### config.mk
export PLATFORM = sky130hd
export DESIGN_NAME = tea_stream_ctrl
export DESIGN_NICKNAME = d
export VERILOG_FILES = /design/src/rtl/tea_pkg.sv /design/src/rtl/tea_watchdog.sv /design/src/rtl/tea_stream_ctrl.sv
export SDC_FILE = /design/constraint.sdc
export NUM_CORES = 1
export LEC_CHECK = 0
export BUFFER_PORTS_ARGS = -buffer_cell sky130_fd_sc_hd__buf_2
export CAP_MARGIN = 20
export CORE_ASPECT_RATIO = 1.4
export CORE_MARGIN = 1
export CORE_UTILIZATION = 30
export CTS_BUF_LIST = sky130_fd_sc_hd__clkbuf_8
export DETAILED_ROUTE_END_ITERATION = 6
export GPL_TIMING_DRIVEN = 0
export PLACE_DENSITY = 0.52
export RECOVER_POWER = 25
export SLEW_MARGIN = 25
export SYNTH_ARGS = -nofsm -noshare
export SYNTH_HDL_FRONTEND = slang
export SYNTH_SLANG_ARGS = --single-unit
### constraint.sdc
create_clock -name clk -period 3.4 [get_ports clk]
set_input_delay 0.34 -clock clk [delete_from_list [all_inputs] [get_ports clk]]
set_output_delay 0.34 -clock clk [all_outputs]
set_load 0.05 [all_outputs]
### src/rtl/tea_pkg.sv
`default_nettype none
// ---------------------------------------------------------------------------
// tea_pkg : shared FSM encoding, frame lengths and operand slot indices
//           for the TEA stream controller.
// Revision: 1.0
// ---------------------------------------------------------------------------
package tea_pkg;

  localparam int c_word_size_def   = 16;
  localparam int c_frame_len_full  = 6;
  localparam int c_frame_len_short = 2;

  localparam logic [2:0] c_idx_k0 = 3'd0;
  localparam logic [2:0] c_idx_k1 = 3'd1;
  localparam logic [2:0] c_idx_k2 = 3'd2;
  localparam logic [2:0] c_idx_k3 = 3'd3;
  localparam logic [2:0] c_idx_v0 = 3'd4;
  localparam logic [2:0] c_idx_v1 = 3'd5;

  typedef enum logic [1:0] {
    ST_LOAD  = 2'd0,
    ST_START = 2'd1,
    ST_WAIT  = 2'd2,
    ST_OUT   = 2'd3
  } state_t;

endpackage
`default_nettype wire

### src/rtl/tea_watchdog.sv
`default_nettype none
// ---------------------------------------------------------------------------
// tea_watchdog : loadable WAIT-cycle counter; expired marks the
//                TIMEOUT-th counted cycle.
// Revision: 1.0
// ---------------------------------------------------------------------------
module tea_watchdog #(
  parameter int TIMEOUT = 256,
  parameter int CNT_W   = $clog2(TIMEOUT + 1)
) (
  input  logic             clk,
  input  logic             rst,
  input  logic             clear,
  input  logic             en,
  input  logic             load,
  input  logic [CNT_W-1:0] load_val,
  output logic [CNT_W-1:0] count,
  output logic             expired
);

  localparam logic [CNT_W-1:0] c_last = CNT_W'(TIMEOUT - 1);

  logic [CNT_W-1:0] r_count;

  always_ff @(posedge clk or negedge rst) begin
    if (!rst) begin
      r_count <= '0;
    end else if (clear) begin
      r_count <= '0;
    end else if (load) begin
      r_count <= load_val;
    end else if (en && (r_count != c_last)) begin
      r_count <= r_count + CNT_W'(1);
    end
  end

  assign count   = r_count;
  assign expired = (r_count == c_last);

endmodule
`default_nettype wire

### src/rtl/tea_stream_ctrl.sv
`default_nettype none
// ---------------------------------------------------------------------------
// tea_stream_ctrl : valid/ready front-end for the TEA core (load, start,
//                   wait with watchdog, result out). Option: TEA_KEY_RETAIN_EN.
// Revision: 1.0
// ---------------------------------------------------------------------------
module tea_stream_ctrl
  import tea_pkg::*;
#(
  parameter int WORD_SIZE = c_word_size_def,
  parameter int TIMEOUT   = 256
) (
  input  logic                   clk,
  input  logic                   rst,
  input  logic [WORD_SIZE-1:0]   iData,
  input  logic                   iValid,
`ifdef TEA_KEY_RETAIN_EN
  input  logic                   iNewKey,
`endif
  output logic                   oReady,
  output logic [WORD_SIZE-1:0]   oV0,
  output logic [WORD_SIZE-1:0]   oV1,
  output logic [WORD_SIZE-1:0]   oK0,
  output logic [WORD_SIZE-1:0]   oK1,
  output logic [WORD_SIZE-1:0]   oK2,
  output logic [WORD_SIZE-1:0]   oK3,
  output logic                   oStart,
  input  logic [WORD_SIZE-1:0]   iC0,
  input  logic [WORD_SIZE-1:0]   iC1,
  input  logic                   iDone,
  output logic [2*WORD_SIZE-1:0] oResult,
  output logic                   oValid,
  input  logic                   iReady,
  output logic                   oBusy,
  output logic                   oTimeout
);

  localparam int c_cnt_w = $clog2(TIMEOUT + 1);

  state_t                 r_state;
  state_t                 w_next;
  logic [2:0]             r_cnt;
  logic [2:0]             w_idx;
  logic                   w_accept;
  logic                   w_short;
  logic                   w_last;
  logic                   w_done_ok;
  logic [c_cnt_w-1:0]     w_wd_count;
  logic                   w_wd_expired;
  logic [WORD_SIZE-1:0]   r_v0, r_v1, r_k0, r_k1, r_k2, r_k3;
  logic [2*WORD_SIZE-1:0] r_result;

  assign w_accept = iValid && (r_state == ST_LOAD);

`ifdef TEA_KEY_RETAIN_EN
  // Frame kind is decided by the first word and remembered for the rest.
  logic r_short;
  assign w_short = (r_cnt == 3'd0) ? ~iNewKey : r_short;

  always_ff @(posedge clk or negedge rst) begin
    if (!rst) begin
      r_short <= 1'b0;
    end else if (w_accept && (r_cnt == 3'd0)) begin
      r_short <= ~iNewKey;
    end
  end
`else
  assign w_short = 1'b0;
`endif

  // Short frames skip the key slots and land directly on V0/V1.
  assign w_idx  = w_short ? (r_cnt + 3'(c_frame_len_full - c_frame_len_short)) : r_cnt;
  assign w_last = (w_idx == c_idx_v1);

  always_ff @(posedge clk or negedge rst) begin
    if (!rst) begin
      r_cnt <= 3'd0;
    end else if (w_accept) begin
      r_cnt <= w_last ? 3'd0 : (r_cnt + 3'd1);
    end
  end

  always_ff @(posedge clk or negedge rst) begin
    if (!rst) begin
      r_k0 <= '0;
      r_k1 <= '0;
      r_k2 <= '0;
      r_k3 <= '0;
      r_v0 <= '0;
      r_v1 <= '0;
    end else if (w_accept) begin
      case (w_idx)
        c_idx_k0: r_k0 <= iData;
        c_idx_k1: r_k1 <= iData;
        c_idx_k2: r_k2 <= iData;
        c_idx_k3: r_k3 <= iData;
        c_idx_v0: r_v0 <= iData;
        c_idx_v1: r_v1 <= iData;
        default:  r_v1 <= r_v1;
      endcase
    end
  end

  tea_watchdog #(
    .TIMEOUT (TIMEOUT),
    .CNT_W   (c_cnt_w)
  ) u_watchdog (
    .clk      (clk),
    .rst      (rst),
    .clear    (r_state != ST_WAIT),
    .en       (r_state == ST_WAIT),
    .load     (1'b0),
    .load_val ('0),
    .count    (w_wd_count),
    .expired  (w_wd_expired)
  );

  // A done seen in the first WAIT cycle may predate the core's reset.
  assign w_done_ok = iDone && (w_wd_count != '0);

  always_ff @(posedge clk or negedge rst) begin
    if (!rst) begin
      r_result <= '0;
    end else if ((r_state == ST_WAIT) && w_done_ok) begin
      r_result <= {iC0, iC1};
    end else if ((r_state == ST_OUT) && iReady) begin
      r_result <= '0;
    end
  end

  always_ff @(posedge clk or negedge rst) begin
    if (!rst) begin
      r_state <= ST_LOAD;
    end else begin
      r_state <= w_next;
    end
  end

  always_comb begin
    w_next   = r_state;
    oReady   = 1'b0;
    oStart   = 1'b0;
    oValid   = 1'b0;
    oBusy    = 1'b1;
    oTimeout = 1'b0;
    case (r_state)
      ST_LOAD: begin
        oBusy  = 1'b0;
        oReady = 1'b1;
        if (w_accept && w_last) w_next = ST_START;
      end
      ST_START: begin
        oStart = 1'b1;
        w_next = ST_WAIT;
      end
      ST_WAIT: begin
        if (w_done_ok) begin
          w_next = ST_OUT;
        end else if (w_wd_expired) begin
          oTimeout = 1'b1;
          w_next   = ST_LOAD;
        end
      end
      ST_OUT: begin
        oValid = 1'b1;
        if (iReady) w_next = ST_LOAD;
      end
      default: w_next = ST_LOAD;
    endcase
  end

  assign oV0     = r_v0;
  assign oV1     = r_v1;
  assign oK0     = r_k0;
  assign oK1     = r_k1;
  assign oK2     = r_k2;
  assign oK3     = r_k3;
  assign oResult = r_result;

endmodule
`default_nettype wire

Word level (Yosys, flattened, before mapping)
Cells that the tools add are included.
{ "op_classes": {"addsub": 2, "eq_ne": 14, "muxes": 17, "reduce_logical": 18} }
{ "ops": {"columns": ["cell", "n"], "rows": [
  ["$mux W32", 2],
  ["$mux W9", 2],
  ["$reduce_and A2 Y1", 6],
  ["$add A9 B1 Y9 const B", 1],
  ["$eq A9 B8 Y1 const B", 1],
  ["$ne A9 B8 Y1 const B", 1],
  ["$reduce_bool A9 Y1", 1],
  ["$mux W2", 4],
  ["$pmux W2 S4", 1],
  ["$mux W1", 7],
  ["$eq A3 B2 Y1 const B", 2],
  ["$eq A3 B3 Y1 const B", 2],
  ["$logic_and A1 B1 Y1", 6],
  ["$eq A2 B2 Y1 const B", 2],
  ["$ne A2 B2 Y1 const B", 2],
  ["$reduce_bool A2 Y1", 2],
  ["$add A3 B1 Y3 const B", 1],
  ["$eq A3 B1 Y1 const B", 1],
  ["$logic_not A3 Y1", 1],
  ["$mux W3", 1],
  ["$ne A3 B3 Y1 const B", 1],
  ["$reduce_and A3 Y1", 1],
  ["$eq A2 B1 Y1 const B", 1],
  ["$logic_not A2 Y1", 1],
  ["$ne A2 B1 Y1 const B", 1]
]} }
{ "word_totals": {"register_bits": 142, "input_bits": 53, "out_inout_bits": 133, "wordCells": 61} }

Logic depth before layout (Yosys ltp)
{ "depth": {"word_depth": 5, "ltp_mapped": 8, "mapped_depth_nobuf": 7} }

Cells and area by module
Synthesis repeated with hierarchy kept, for this count alone.
{ "hier_totals": {"cells_unflattened": 382, "hier_area_um2": 5710.5} }
{ "by_module_without_submodules": {"columns": ["mod", "instances", "cells_each", "area_each_um2"], "rows": [
  ["tea_stream_ctrl", 1, 322, 5152.4],
  ["tea_watchdog", 1, 60, 558.0]
]} }

Worst setup path after synthesis
Ideal clock, no wire load.
{ "synth_timing": {"path_type": "flip-flop to output port", "startpoint": "register u_watchdog.r_count[0] (netlist: u_watchdog.count[0])", "endpoint": "output oTimeout", "t_arrival_ps": 2320, "required_ps": 3060, "path_slack_ps": 740, "stages_incl_launch_ff": 6, "path_cell_list": "dfrtp_1 inv_1 ha_1 or4b_4 o21a_1 nor3_1"} }
{ "synth_via": {"elab_chain_len": 4, "word_cells_on_any_way": 6, "classes_between": "eq/ne: 1; mux: 3; reduce/logical: 2"} }
{ "synth_rtl": {"columns": ["element", "line", "rtl"], "rows": [
  ["start, declared", "tea_watchdog.sv:23", "logic [CNT_W-1:0] r_count;"],
  ["start signal, assigned", "tea_watchdog.sv:31", "r_count <= load_val;"],
  ["start signal, assigned", "tea_watchdog.sv:33", "r_count <= r_count + CNT_W'(1);"],
  ["$eq A9 B8 Y1 or $reduce_bool A9 Y1 (tied branches)", "tea_watchdog.sv:38, tea_stream_ctrl.sv:119", null],
  ["$mux W1 or $logic_and A1 B1 Y1 (tied branches)", "tea_stream_ctrl.sv:159, tea_stream_ctrl.sv:119", null],
  ["$mux W1 *", "tea_stream_ctrl.sv:157", "if (w_done_ok) begin"],
  ["$mux W1 *", "tea_stream_ctrl.sv:146", "case (r_state)"],
  ["end, declared", "tea_stream_ctrl.sv:35", "output logic oTimeout"]
]} }
Every way passes the cells marked *; elsewhere a longest branch is shown, timed or not.

Worst setup path after layout
Same ends and word-level chain as after synthesis.

==> flow_metrics.env <==
export IMPL_coreArea_mm2=0.0188
export IMPL_cts_buffer_depth=2
export IMPL_clock_latency_ns=0.44
export IMPL_max_slew_margin_pct=-16.5
export IMPL_start_util_pct=30.9
export IMPL_diodes=0
export IMPL_vias=3954
export IMPL_layout_drive_gt1_share_pct=52.0
export IMPL_grt_pass1_vias=4199
export IMPL_synthArstFlopShare_pct=100
export IMPL_gp_congestion=0.707
export IMPL_drc=0
export IMPL_fmax_ghz=0.380
export IMPL_yosys_area_top_type_share_pct=61.0
export IMPL_crit_path_max_fanout=9
export IMPL_syn2layout_area_growth_pct=28.7
export IMPL_setup_viol=0
export IMPL_fin_skew_ns=0.0135
export IMPL_synth_flop_cell="dfrtp_1"
export IMPL_final_hold_violation_count=0
export IMPL_viasPerCell=4.49
export IMPL_endpoint_kind="output pin"
export IMPL_yosysSeqAreaShare_pct=61.0
export IMPL_dr_pass1_iters=5
export IMPL_n_fill_cell=1835
export IMPL_port_buffers=185
export IMPL_die_area_mm2=0.0200
export IMPL_rows=59
export IMPL_dr_first_iter_drc_count=104
export IMPL_max_cap_violations=1
export IMPL_syn_area_per_cell_um2=13.8
export IMPL_final_core_util_pct=39.8
export IMPL_status="finished, violations left"
export IMPL_ios=186
export IMPL_grt_pass1_wl_mm=23.1
export IMPL_htreeDepth=4
export IMPL_yosys_top_cells_area="dfrtp_1, mux2_2, mux2i_1"
export IMPL_critPathRequiredTime_ns=3.06
export IMPL_gr_total_overflow=0
export IMPL_clock_sinks=142
export IMPL_violations="max-capacitance violations, max-slew violations"
export IMPL_final_area_mm2=0.00749
export IMPL_final_instance_count_excl_fill=881
export IMPL_ys_warnings_count=0
export IMPL_rsz0062_at_grt="no"
export IMPL_clk_pin_slew_ns=0.08
export IMPL_place_inst=851
export IMPL_ys_types=38
export IMPL_cts_resized=0
export IMPL_postCtsHoldBufs=1
export IMPL_synth_seq_cells=142
export IMPL_fp_dieW_um=120
export IMPL_dp_hpwl_mm=10.5
export IMPL_tightest_slew_ns=1.75
export IMPL_grt_max_degree=75
export IMPL_dieHeight_um=167
export IMPL_yosysTopAreaCell="dfrtp_1"
export IMPL_start_kind="flop"
export IMPL_wirelength_mm=14.2
export IMPL_cts_tree="built"
export IMPL_crit_arrival_ns=2.29
export IMPL_detail_route_antenna_nets=0
export IMPL_period_needed_ns=2.63
export IMPL_cts_root_buf="clkbuf_8"
export IMPL_post_cts_buffers=0
export IMPL_synth_edf_count=0
export IMPL_numCtsBuffers=17
export IMPL_wl_per_cell_um=16.1
export IMPL_worstSetupPathType="flop to output pin"
export IMPL_hold_class="input pin to flop"
export IMPL_syn_nets=478
export IMPL_slew_violations=69
export IMPL_fin_tns_setup_ns=0
export IMPL_synth_cells=421
export IMPL_grt_antenna_before_repair=0
export IMPL_finalCritPeriodShare_pct=77.5
export IMPL_final_nets=684
export IMPL_track_usage_pct=15.2
export IMPL_dpl_instance_area_mm2=0.00709
export IMPL_synth_area_mm2=0.00582
## Yosys cell counts, types with 2 or more instances
master	count
a21oi_1	4
and2_1	3
buf_2	5
buf_4	2
buf_6	2
buf_8	3
clkbuf_1	4
dfrtp_1	142
ha_1	4
inv_1	39
mux2_2	96
mux2i_1	34
nand2_1	37
nand3_1	4
nand4b_1	2
nor2_1	9
nor3b_1	2
o21ai_0	4
or3_1	3
xor2_1	4
## per-layer routing
| layer | GRT usage [%] | routed length, um | part of all wire (%) | vias to the layer above |
|---|---|---|---|---|
| met5 | 0 | 0 | 0 | - |
| met4 | 5.43 | 162 | 1.1 | 0 |
| met3 | 4.25 | 661 | 4.7 | 12 |
| met2 | 27.2 | 7710 | 55 | 103 |
| met1 | 17.0 | 5610 | 40 | 2003 |
| li1 | - | - | - | 1836 |
## critical path: stages (launching register included)
cell and delay [ns]:
dfrtp_1 0.41, ha_1 0.23, nand3_1 0.09, nor2_1 0.10, ha_1 0.14, clkbuf_1 0.31
inv_1 0.10, nor3_1 0.18, buf_2 0.30
## sequential cells by signal, indices dropped and copies added (netlist names)
| name | count |
|---|---|
| oResult | 32 |
| oK0 | 16 |
| oK1 | 16 |
| oK2 | 16 |
| oK3 | 16 |
| oV0 | 16 |
| oV1 | 16 |
| u_watchdog.count | 9 |
| r_cnt | 3 |
| r_state | 2 |
## metrics by stage
step                      hold slack [ns]  worst slack [ns]
after detailed placement            0.333              1.15
after global placement              0.482            0.0465
final                               0.120             0.766
after CTS                          0.0836             0.705
after global routing               0.0814             0.555
after floorplan                    0.0444             0.740
## cell families (layout without fill, tap and decap cells)
family	Yosys count	count (layout)	synth area share, %
xor+xnor	5	5	0.752
flops	142	142	61.0
simple gates	72	72	6.68
buf+inv	56	272	4.68
fa+ha+maj	4	4	0.860
mux	130	130	24.4
compound gates	12	12	1.57
## layout by cell type, fill, tap and decap left out, drive strengths merged, types with 3 or more instances in the layout
cell type	instances
buf	197
dfrtp	142
mux2	96
inv	42
nand2	37
mux2i	34
clkbuf	24
nor2	10
nand3	4
o21ai	4
xor2	4
a21oi	4
ha	4
and2	3
or3	3
bufinv	3
nand4b	3
clkinv	3
## path summary, 6_finish.rpt
kind	startpoint	endpoint	slack [ns]	cells after the start
max	u_watchdog.count[0]	oTimeout	0.77	8
min	iC0[2]	oResult[18]	0.12	3
max reg2reg	r_state[1]	oK1[8]	1.28	6
min reg2reg	oK0[0]	oK0[0]	0.50	1
max in group asynchronous	rst	oResult[8]	1.39	3
min in group asynchronous	rst	oK3[6]	0.90	2
## area by class of cell
cell class | count | area (um^2) | share of cell area, %
well taps | 244 | 305 | 4.07
multi-input cells | 223 | 2000 | 26.6
flip-flops and latches | 142 | 3550 | 47.4
inverters | 40 | 150 | 2.00
clock inverters | 10 | 140 | 1.87
clock buffers | 19 | 262 | 3.49
repair buffers | 187 | 963 | 12.9
plain buffers | 16 | 123 | 1.64
Power is left out: the tool's default activity adds up to more than one toggle a clock period on the data nets, which glitch-free logic cannot reach.
